`config.mk`:
```
export PLATFORM = sky130hd
export DESIGN_NAME = rf_write_arbiter
export DESIGN_NICKNAME = d
export VERILOG_FILES = /design/src/rtl/rf_write_arbiter.sv
export SDC_FILE = /design/constraint.sdc
export NUM_CORES = 1
export LEC_CHECK = 0
export CORE_MARGIN = 2
export CORE_UTILIZATION = 58
export CTS_BUF_LIST = sky130_fd_sc_hd__clkbuf_4
export CTS_CLUSTER_DIAMETER = 40
export DETAILED_ROUTE_END_ITERATION = 10
export DONT_BUFFER_PORTS = 1
export PLACE_DENSITY = 0.81
export RECOVER_POWER = 100
export SLEW_MARGIN = 20
export SYNTH_ARGS = -nofsm -noshare
export SYNTH_HDL_FRONTEND = slang
export SYNTH_SLANG_ARGS = --single-unit
```
`constraint.sdc`:
```
create_clock -name clk -period 1.4 [get_ports clk]
set_input_delay 0.14 -clock clk [delete_from_list [all_inputs] [get_ports clk]]
set_output_delay 0.14 -clock clk [all_outputs]
set_load 0.02 [all_outputs]
```
`src/rtl/rf_write_arbiter.sv`:
```
// Round-robin arbiter that merges two writeback sources onto the single register file write port.
// Optional read forwarding across the write cycle is built when RF_WRITE_ARBITER_FWD_EN is defined.
module rf_write_arbiter #(
  parameter int unsigned WIDTH  = 8,
  parameter int unsigned ADDR_W = 5
) (
  input  logic              clk,
  input  logic              rst_n,
  input  logic              req0_valid,
  input  logic [ADDR_W-1:0] req0_addr,
  input  logic [WIDTH-1:0]  req0_data,
  output logic              req0_ready,
  input  logic              req1_valid,
  input  logic [ADDR_W-1:0] req1_addr,
  input  logic [WIDTH-1:0]  req1_data,
  output logic              req1_ready,
  output logic              we3,
  output logic [ADDR_W-1:0] wa3,
  output logic [WIDTH-1:0]  wd3,
  output logic [7:0]        conflict_cnt
`ifdef RF_WRITE_ARBITER_FWD_EN
  ,
  input  logic [ADDR_W-1:0] ra,
  input  logic [WIDTH-1:0]  rd_in,
  output logic [WIDTH-1:0]  rd_out
`endif
);

  logic prio;
  logic xfer0;
  logic xfer1;

  always_comb begin
    req0_ready = !req1_valid || !prio;
    req1_ready = !req0_valid || prio;
    xfer0      = req0_valid && req0_ready;
    xfer1      = req1_valid && req1_ready;
  end

  // When both are valid exactly one ready is high, so xfer0 and xfer1 never coincide.
  always_ff @(posedge clk or negedge rst_n) begin
    if (!rst_n) begin
      we3  <= 1'b0;
      wa3  <= '0;
      wd3  <= '0;
      prio <= 1'b0;
    end else if (xfer0) begin
      we3  <= (req0_addr != '0);
      wa3  <= req0_addr;
      wd3  <= req0_data;
      prio <= 1'b1;
    end else if (xfer1) begin
      we3  <= (req1_addr != '0);
      wa3  <= req1_addr;
      wd3  <= req1_data;
      prio <= 1'b0;
    end else begin
      we3  <= 1'b0;
    end
  end

  always_ff @(posedge clk or negedge rst_n) begin
    if (!rst_n) begin
      conflict_cnt <= 8'd0;
    end else if (req0_valid && req1_valid && (conflict_cnt != 8'hFF)) begin
      conflict_cnt <= conflict_cnt + 8'd1;
    end
  end

`ifdef RF_WRITE_ARBITER_FWD_EN
  // Covers the half cycle before the register file commits the pending write.
  always_comb begin
    rd_out = rd_in;
    if (we3 && (wa3 == ra) && (ra != '0)) begin
      rd_out = wd3;
    end
  end
`endif

endmodule

```
==> flow_metrics.tcl <==
set metrics [dict create \
    synthTopCellsByArea "dfrtp_1, o22ai_1, mux2_2" \
    setup_tns_ns 0 \
    synth_compound_area_share_pct 18.9 \
    die_y_um 49.3 \
    synthAdderAreaFrac_pct 1.05 \
    pin_count 54 \
    syn_to_final_growth_pct 22.3 \
    yosysTopAreaCell "dfrtp_1" \
    worstMarginPinSlew_ns 0.559 \
    slew_viol_final 0 \
    violations "negative hold slack" \
    die-area_um2 2430 \
    synth_top_family_by_area "compound AO/OA/AOI/OAI gates" \
    firstDrtPassIters 7 \
    rsz0062_at_grt "true" \
    routedWlPerCell_um 16.7 \
    grt_pass1_vias 1038 \
    synth.net_count 159 \
    min_path_type "in -> reg" \
    timing.final.ws_setup_ns 0.0785 \
    finalCritPeriodShare_pct 94.4 \
    synth_edf_count 0 \
    finish.utilization_pct 75.0 \
    place_area_um2 1280 \
    synthCells 128 \
    antennaDiodeCount 0 \
    vias 1087 \
    insertion_delay_ns 0.30 \
    hpwl_um 1890 \
    dpl_worst_slack_ns 0.0574 \
    drt_iter0_drc 27 \
    post_cts_buffers 0 \
    place_inst 158 \
    root_buffer "clkbuf_4" \
    p_leak_nw 0.606 \
    rows 16 \
    fmax_mhz 757 \
    cts_tree "done" \
    ir_drop_mv 0.911 \
    crit_arrival_ns 1.52 \
    worst-setup-path-type "reg -> reg" \
    grt_overflow 0 \
    crit_path_start_kind "register" \
    clock-sinks 23 \
    period_minus_slack_ns 1.32 \
    ctsHtreeMaxLevel 1 \
    met2_usage_pct 44.6 \
    synthMuxAreaShare_pct 7.88 \
    ys_seq_area_share_pct 48.3 \
    syn_avg_cell_area_um2 9.31 \
    syn_area_um2 1190 \
    dominantRegCellSynth "dfrtp_1" \
    drt-vias-per-instance 6.11 \
    fin_area_um2 1460 \
    setup-violations-final 0 \
    required_ns 1.60 \
    cp_max_fo 4 \
    p_per_area_nw_per_um2 1350 \
    synth.ff_latch_count 23 \
    numCtsBuffers 3 \
    coreArea_um2 1940 \
    drc 0 \
    grt_max_degree 26 \
    synthXorXnorAreaFrac_pct 1.47 \
    die_w_um 49.3 \
    power_mw 1.97 \
    hold_violations 1 \
    place.gp.congestion 0.756 \
    async_reset_ff_share_pct 100 \
    synth_top_area_share_pct 48.3 \
    synth_simple_gate_area_share_pct 16.5 \
    use_met1_pct 34.1 \
    ys_warn_count 0 \
    grtUsageTotal_pct 26.7 \
    timing.slew.headroom_pct 62.8 \
    nets 183 \
    drive_gt1_share_pct 17.2 \
    synth.distinct_cells 27 \
    grt_pass1_wl_um 5020 \
    clkTransAtPathRegs_ns 0.12 \
    stdcell_count 178 \
    met3_usage_pct 5.21 \
    ant_nets 0 \
    cap_viol_max_count 0 \
    start_util_pct 61.3 \
    grt_busiest_layer "met2" \
    status "complete, but fails checks" \
    port_buffers 0 \
    whs_ns -0.00102 \
    wl_um 2970 \
    skew_ns 0.00142 \
    cts_buffer_depth 2 \
    cp-end-kind "register" \
    grt_antenna_before_repair 0 \
]
[power breakdown]
group | switching, mW | total (mW) | internal [mW]
clock | 0.190 | 0.320 | 0.130
sequential | 0.203 | 1.01 | 0.806
combinational | 0.351 | 0.642 | 0.291
total | 0.744 | 1.97 | 1.23
[flip-flops by register name, summed over array words and instances, names as in the netlist]
register	flops
prio	1
we3	1
conflict_cnt	8
wa3	5
wd3	8
[layout by cell type (no fill, tap or decap), types with 4 or more instances in the layout]
cell,instances
inv_1,8
clkbuf_1,5
clkbuf_4,4
dlygate4sd3_1,15
buf_4,5
mux2_2,6
a31oi_1,9
o22ai_1,13
nor2_1,21
a21oi_1,11
dfrtp_1,21
o21ai_0,4
[routing by layer]
metal  share of wire [%]  up-vias
met5                   0        -
li1                    -      507
met2                  52       42
met1                  40      528
met3                 5.0       10
met4                 2.5        0
[final cells by class]
class | count | area [um^2]
Sequential cell | 23 | 578
Multi-Input combinational cell | 89 | 569
Fill cell | 143 | 485
Timing Repair Buffer | 26 | 211
Inverter | 9 | 33.8
Tap cell | 27 | 33.8
Clock buffer | 4 | 30.0
[timing repair]
item | 4_1_cts | 5_1_grt
endpoints found under the hold margin | 37 | 24
setup endpoints to repair | 0 | 2
gates resized for setup | 0 | 3
hold buffers | 14 | 2
[synthesized netlist by cell type (2+ instances only)]
master	instances
dfrtp_1	23
nor2_1	21
o22ai_1	13
a21oi_1	11
a31oi_1	9
inv_1	8
mux2_2	7
buf_2	5
o21ai_0	5
nand2_1	3
nand3_1	3
nand4_1	3
nand2b_1	2
or4_1	2
[worst paths after layout]
path,cells after the start,from,slack [ns],endpoint
worst min register to register,1,conflict_cnt[5],0.54,conflict_cnt[5]
worst min-delay path,2,req0_data[4],-0.001,wd3[4]
min in group asynchronous,2,rst_n,0.35,conflict_cnt[4]
worst max-delay path,4,conflict_cnt[0],0.08,conflict_cnt[1]
worst max register to register,4,conflict_cnt[0],0.08,conflict_cnt[1]
max in group asynchronous,2,rst_n,0.65,conflict_cnt[1]
[worst max-delay path, cell delays in order (launching register included)]
cell and delay (ns):
dfrtp_2 0.40, ha_4 0.15, nand4_1 0.14, o21ai_2 0.21, mux2_4 0.32
[cells by family after synthesis]
| group | count (synthesis) |
|---|---|
| XOR/XNOR | 2 |
| AO/OA/AOI/OAI | 39 |
| AND/OR/NAND/NOR | 39 |
| multiplexers | 8 |
| flip-flops | 23 |
| buffers and inverters | 16 |
| adder cells (fa/ha/maj) | 1 |
(Power assumes the default switching activity.)
